File: config.mk
export PLATFORM = sky130hd
export DESIGN_NAME = stroke_line_drawer_flat
export DESIGN_NICKNAME = d
export VERILOG_FILES = /design/src/rtl/stroke_line_drawer_if.sv /design/src/rtl/stroke_line_drawer.sv /design/src/flat_wrapper.sv
export SDC_FILE = /design/constraint.sdc
export NUM_CORES = 1
export LEC_CHECK = 0
export CAP_MARGIN = 20
export CORE_ASPECT_RATIO = 1.1
export CORE_MARGIN = 2
export CORE_UTILIZATION = 59
export CTS_BUF_LIST = sky130_fd_sc_hd__clkbuf_16
export CTS_CLUSTER_SIZE = 30
export DETAILED_ROUTE_END_ITERATION = 7
export GPL_TIMING_DRIVEN = 0
export PLACE_DENSITY = 0.78
export SYNTH_ARGS = -nofsm -noshare
export SYNTH_HDL_FRONTEND = slang
export SYNTH_SLANG_ARGS = --single-unit
export TNS_END_PERCENT = 5
File: constraint.sdc
create_clock -name CLOCK_50 -period 9.87 [get_ports CLOCK_50]
set_input_delay 1.4805 -clock CLOCK_50 [delete_from_list [all_inputs] [get_ports CLOCK_50]]
set_output_delay 1.4805 -clock CLOCK_50 [all_outputs]
set_load 0.005 [all_outputs]
File: src/rtl/stroke_line_drawer_if.sv
// Point-in / pixel-out bundle for the stroke line drawer.
// slave = the drawer itself, master = whatever feeds points and consumes pixels.
interface stroke_line_drawer_if;
    logic [10:0] point_x;
    logic [10:0] point_y;
    logic        point_valid;
    logic        pen_down;
    logic        point_ready;
    logic [10:0] x;
    logic [10:0] y;
    logic        pixel_write;
    logic        busy;

    modport slave (
        input  point_x, point_y, point_valid, pen_down,
        output point_ready, x, y, pixel_write, busy
    );

    modport master (
        output point_x, point_y, point_valid, pen_down,
        input  point_ready, x, y, pixel_write, busy
    );
endinterface

File: src/rtl/stroke_line_drawer.sv
// Joins successive cursor points with Bresenham lines, one pixel per clock.
// Pen-up points only move the anchor; pen-down points draw from the anchor.
module stroke_line_drawer #(
    parameter int X_MAX = 639,
    parameter int Y_MAX = 479
) (
    input logic                  CLOCK_50,
    input logic                  reset_n,
    stroke_line_drawer_if.slave  bus
);
    localparam logic [1:0] IDLE  = 2'd0;
    localparam logic [1:0] SETUP = 2'd1;
    localparam logic [1:0] DRAW  = 2'd2;

    localparam logic [10:0] XM = X_MAX[10:0];
    localparam logic [10:0] YM = Y_MAX[10:0];

    logic [1:0]         state;
    logic [10:0]        ax, ay;         // anchor (last accepted point)
    logic               anchor_valid;
    logic [10:0]        x0, y0;         // line start
    logic [10:0]        x1, y1;         // line end
    logic [10:0]        cx, cy;         // current pixel, doubles as the x/y output
    logic               pw;
    logic               sx, sy;         // 1 = step +1, 0 = step -1
    logic signed [12:0] dx, dy, err;

    logic               accept;
    logic [10:0]        nx, ny;
    logic signed [12:0] ddx, ddy, adx, ady;
    logic signed [13:0] e2;
    logic               step_x, step_y;
    logic signed [12:0] err_nx;

    assign accept = bus.point_valid && (state == IDLE);

    assign bus.point_ready = (state == IDLE);
    assign bus.busy        = (state != IDLE);
    assign bus.x           = cx;
    assign bus.y           = cy;
    assign bus.pixel_write = pw;

    // Clamp the incoming point and derive line setup terms and the per-pixel step.
    always_comb begin
        nx     = (bus.point_x > XM) ? XM : bus.point_x;
        ny     = (bus.point_y > YM) ? YM : bus.point_y;
        ddx    = $signed({2'b00, x1}) - $signed({2'b00, x0});
        ddy    = $signed({2'b00, y1}) - $signed({2'b00, y0});
        adx    = ddx[12] ? -ddx : ddx;
        ady    = ddy[12] ? -ddy : ddy;
        e2     = {err, 1'b0};
        step_x = (e2 >= $signed({dy[12], dy}));
        step_y = (e2 <= $signed({dx[12], dx}));
        err_nx = err + (step_x ? dy : 13'sd0) + (step_y ? dx : 13'sd0);
    end

    // Control FSM, anchor tracking and the Bresenham walk.
    always_ff @(posedge CLOCK_50 or negedge reset_n) begin
        if (!reset_n) begin
            state        <= IDLE;
            ax           <= '0;
            ay           <= '0;
            anchor_valid <= 1'b0;
            x0           <= '0;
            y0           <= '0;
            x1           <= '0;
            y1           <= '0;
            cx           <= '0;
            cy           <= '0;
            pw           <= 1'b0;
            sx           <= 1'b0;
            sy           <= 1'b0;
            dx           <= '0;
            dy           <= '0;
            err          <= '0;
        end else begin
            case (state)
                IDLE: begin
                    pw <= 1'b0;
                    if (accept) begin
                        ax           <= nx;
                        ay           <= ny;
                        anchor_valid <= 1'b1;
                        if (bus.pen_down) begin
                            // With no previous point the stroke starts where it ends.
                            x0    <= anchor_valid ? ax : nx;
                            y0    <= anchor_valid ? ay : ny;
                            x1    <= nx;
                            y1    <= ny;
                            state <= SETUP;
                        end
                    end
                end
                SETUP: begin
                    dx    <= adx;
                    dy    <= -ady;
                    err   <= adx - ady;
                    sx    <= (x0 < x1);
                    sy    <= (y0 < y1);
                    cx    <= x0;
                    cy    <= y0;
                    pw    <= 1'b1;
                    state <= DRAW;
                end
                DRAW: begin
                    if (cx == x1 && cy == y1) begin
                        pw    <= 1'b0;
                        state <= IDLE;
                    end else begin
                        if (step_x) cx <= sx ? cx + 11'd1 : cx - 11'd1;
                        if (step_y) cy <= sy ? cy + 11'd1 : cy - 11'd1;
                        err <= err_nx;
                        pw  <= 1'b1;
                    end
                end
                default: begin
                    pw    <= 1'b0;
                    state <= IDLE;
                end
            endcase
        end
    end
endmodule
File: src/flat_wrapper.sv
// flat-port wrapper written by rule: the top's interface ports become plain ports
module stroke_line_drawer_flat 
#(
    parameter int X_MAX = 639,
    parameter int Y_MAX = 479
)
  (CLOCK_50, reset_n, bus_point_x, bus_point_y, bus_point_valid, bus_pen_down, bus_point_ready, bus_x, bus_y, bus_pixel_write, bus_busy);
  stroke_line_drawer_if bus_i ();
  input logic CLOCK_50;
  input logic reset_n;
  input wire logic [$bits(bus_i.point_x)-1:0] bus_point_x;
  input wire logic [$bits(bus_i.point_y)-1:0] bus_point_y;
  input wire logic [$bits(bus_i.point_valid)-1:0] bus_point_valid;
  input wire logic [$bits(bus_i.pen_down)-1:0] bus_pen_down;
  output wire logic [$bits(bus_i.point_ready)-1:0] bus_point_ready;
  output wire logic [$bits(bus_i.x)-1:0] bus_x;
  output wire logic [$bits(bus_i.y)-1:0] bus_y;
  output wire logic [$bits(bus_i.pixel_write)-1:0] bus_pixel_write;
  output wire logic [$bits(bus_i.busy)-1:0] bus_busy;
  assign bus_i.point_x = bus_point_x;
  assign bus_i.point_y = bus_point_y;
  assign bus_i.point_valid = bus_point_valid;
  assign bus_i.pen_down = bus_pen_down;
  assign bus_point_ready = bus_i.point_ready;
  assign bus_x = bus_i.x;
  assign bus_y = bus_i.y;
  assign bus_pixel_write = bus_i.pixel_write;
  assign bus_busy = bus_i.busy;
  stroke_line_drawer #(.X_MAX(X_MAX), .Y_MAX(Y_MAX)) u_core (.CLOCK_50(CLOCK_50), .reset_n(reset_n), .bus(bus_i));
endmodule
==> flow_metrics.py <==
metrics = {
    "clock_tree": {
        "cts_inserted_buffers": 17,
        "cts_num_sinks": 133,
        "cts-root-buf": "clkbuf_16",
        "clk_pin_slew_ns": 0.07,
        "cts_tree": "built",
        "clockBufferDepth": 2,
        "hold_buffers": 0,
        "post_cts_buffers": 0,
        "h-tree-depth": 4,
        "cts.repair.resized": 0,
        "clkLatencyLatePin_ns": 0.43,
    },
    "critical_path": {
        "cp.required_ns": 10.16,
        "critical_path_buf_inv_count": 3,
        "worstSetupEndpointType": "flip-flop",
        "critPathTopFamily": "compound AO/OA/AOI/OAI gates",
        "startpoint": "u_core.err[3]",
        "cp_slowest_stage_delay_ns": 0.47,
        "cp_cell_sequence": "ha_1 -> and3_1 -> a221o_1 -> a31oi_1 -> o211ai_1 -> o211ai_1 -> clkbuf_1 -> nand2_1 -> fa_1 -> inv_1 -> ha_1 -> inv_1 -> fa_1 -> nor2b_1 -> o21ai_0 -> a21oi_1 -> o21ai_0 -> a21oi_1 -> a31oi_1 -> mux2i_1 -> a311oi_1 -> o32ai_1",
        "crit_type": "reg2reg",
        "crit_slowest_cell": "fa_1",
        "r2r-end": "u_core.err[11]",
        "cp.arrival_ns": 5.75,
        "worst-path-max-fanout": 10,
        "r2r_slack_ns": 4.41,
        "start_kind": "flip-flop",
        "worstReg2RegStart": "u_core.err[3]",
        "worstSetupPathDepth": 22,
        "critical_path.endpoint": "u_core.err[11]",
        "rr_worst_depth": 22,
    },
    "sta": {
        "layout_min_cycle_time_ns": 5.46,
        "tns_ns": 0,
        "finalMaxSlewViolations": 0,
        "max_slew_margin_pct": 27.7,
        "fmaxAchievable_mhz": 183,
        "worstMarginPinSlew_ns": 1.07,
        "finClkSkew_ns": 0.0112,
        "setup_viol": 0,
        "fin_crit_sh_pct": 55.3,
        "timing_hold_violations_final": 0,
        "rsz0062_at_grt": "no",
    },
    "drt": {
        "via_per_inst": 5.88,
        "wl_per_cell_um": 18.0,
        "drt_iter0_drc": 723,
        "drt_wl_total_um": 28900,
        "vias": 9437,
        "final_antenna_net_count": 0,
        "drc_errors": 0,
        "dr.pass1.iters": 7,
    },
    "cells_and_area": {
        "postLayoutCellArea_um2": 12100,
        "final_cells": 1606,
        "register_area_um2": 3330,
        "layout_commonest_cell": "nand2_1",
        "final_cell_mix": "147 x nand2_1, 133 x dfrtp_1, 119 x o21ai_0, 114 x inv_1, 107 x nor2_1",
        "syn2layout_area_growth_pct": 13.3,
        "drive_gt1_share_pct": 4.61,
        "nets": 1492,
        "fin_util_pct": 68.2,
        "nFillCells": 1460,
        "n_antenna_cell": 0,
        "multi_input_area_um2": 6710,
    },
    "grt": {
        "grt_antenna_before_repair": 0,
        "first_global_vias": 9348,
        "grt_overflow_total": 0,
        "grt_pass1_wl_um": 47900,
        "track_usage_pct": 31.4,
        "grt_max_degree": 79,
    },
    "synthesis": {
        "synth_area_um2": 10700,
        "synth_nets": 1422,
        "synth_flop_cell": "dfrtp_1",
        "synth_edf_count": 0,
        "syn-instance-count": 1285,
        "ys_seq_elements": 133,
        "syn_avg_cell_area_um2": 8.31,
        "yosysUniqueCellTypes": 73,
        "ys_async_sr_fraction_pct": 100,
        "yosysSeqAreaShare_pct": 31.2,
        "ys_warn_count": 0,
    },
    "place": {
        "dpl.hpwl_um": 22500,
        "placed_area_um2": 11500,
        "gp_congestion": 0.972,
        "port_buffers": 50,
        "placed_cells": 1574,
    },
    "status": {
        "status": "complete, no violations",
    },
    "floorplanning": {
        "dieHeight_um": 145,
        "dieWidth_um": 132,
        "core-area_um2": 17700,
        "rows": 51,
        "io_pins": 51,
        "start_util_pct": 60.2,
        "die_area_um2": 19200,
    },
    "job": {
        "maxCapViolCount": 0,
    },
    "worst_hold_path": {
        "min_path_type": "reg2reg",
    },
}
[cells by family (layout without fill, tap and decap cells)]
group / after synthesis / in the layout / synth area share [%]
xor+xnor: 90 / 90 / 7.71
flops: 133 / 133 / 31.2
simple gates: 403 / 403 / 17.6
buf+inv: 166 / 249 / 5.93
compound gates: 357 / 357 / 20.9
fa+ha+maj: 111 / 111 / 14.3
mux: 25 / 25 / 2.40
[Yosys cell counts (5+ instances only)]
master,count,area share (%)
ha_1,93,11
and2_1,15,0.88
o31ai_1,6,0.42
xor2_1,31,2.5
or3_1,6,0.35
o21a_1,16,1.1
fa_1,18,3.4
nor3_1,22,1.0
o311ai_0,7,0.57
nand2b_1,14,0.82
mux2i_1,20,1.9
nand4_1,14,0.82
inv_1,113,4.0
a211oi_1,11,0.77
dfrtp_1,133,31
a31oi_1,13,0.76
o211ai_1,7,0.49
nand2_1,147,5.2
xnor2_1,56,4.6
nor2_1,107,3.8
clkbuf_1,49,1.7
mux2_2,5,0.53
o21ai_0,119,5.6
nor2b_1,11,0.64
and3_1,9,0.53
nand3_1,22,1.0
nand3b_1,5,0.35
nor4_1,5,0.29
a21o_1,31,2.2
or2_2,7,0.41
a21oi_1,99,4.6
[worst reg2reg max path, cell delays in order, from the launching register on]
cell      delay (ns)
dfrtp_1         0.45
ha_1            0.34
and3_1          0.23
a221o_1         0.36
a31oi_1         0.24
o211ai_1        0.12
o211ai_1        0.36
clkbuf_1        0.46
nand2_1         0.14
fa_1            0.47
inv_1           0.07
ha_1            0.16
inv_1           0.05
fa_1            0.37
nor2b_1         0.15
o21ai_0         0.13
a21oi_1         0.19
o21ai_0         0.14
a21oi_1         0.25
a31oi_1         0.14
mux2i_1         0.14
a311oi_1        0.24
o32ai_1         0.13
[layout make-up]
class,count,share of cell area [%]
clock buffer,17,3.52
inverter,114,3.54
multi-input combinational,986,55.5
buffer,52,1.70
clock inverter,15,1.38
tap,238,2.46
timing repair buffer,51,4.38
sequential,133,27.5
[per-stage QoR]
step	hold WS (ns)	setup WS (ns)
floorplan	0.450	5.38
global placement	0.462	1.88
detailed placement	0.471	4.45
CTS	0.486	4.40
global route	0.502	3.99
finish	0.482	4.41
[worst min-delay path by stage]
stage,to,slack (ns),start,depth (start not counted)
after floorplan,u_core.ax[0],0.45,u_core.ax[0],2
after global placement,u_core.ay[0],0.46,u_core.ay[0],2
after detailed placement,u_core.ay[0],0.47,u_core.ay[0],2
after CTS,u_core.ax[6],0.49,u_core.ax[6],2
after global routing,u_core.ay[9],0.50,u_core.ay[9],1
final,u_core.ax[6],0.48,u_core.ax[6],2
[state kept, by name (all words and copies together) (netlist names), 11 cells and up]
register	flops
u_core.x0	11
u_core.ay	11
u_core.bus.y	11
u_core.y0	11
u_core.dx	13
u_core.bus.x	11
u_core.err	13
u_core.x1	11
u_core.dy	13
u_core.ax	11
u_core.y1	11
[metal layers]
metal,vias to the layer above,GRT usage [%],routed length [um]
met4,0,15.6,1340
met3,67,3.46,1340
met1,4436,39.6,11900
met5,-,0,0
li1,4621,-,-
met2,313,53.5,14300
Power is left out: the tool's default activity adds up to more than one toggle a clock period on the data nets, which glitch-free logic cannot reach.
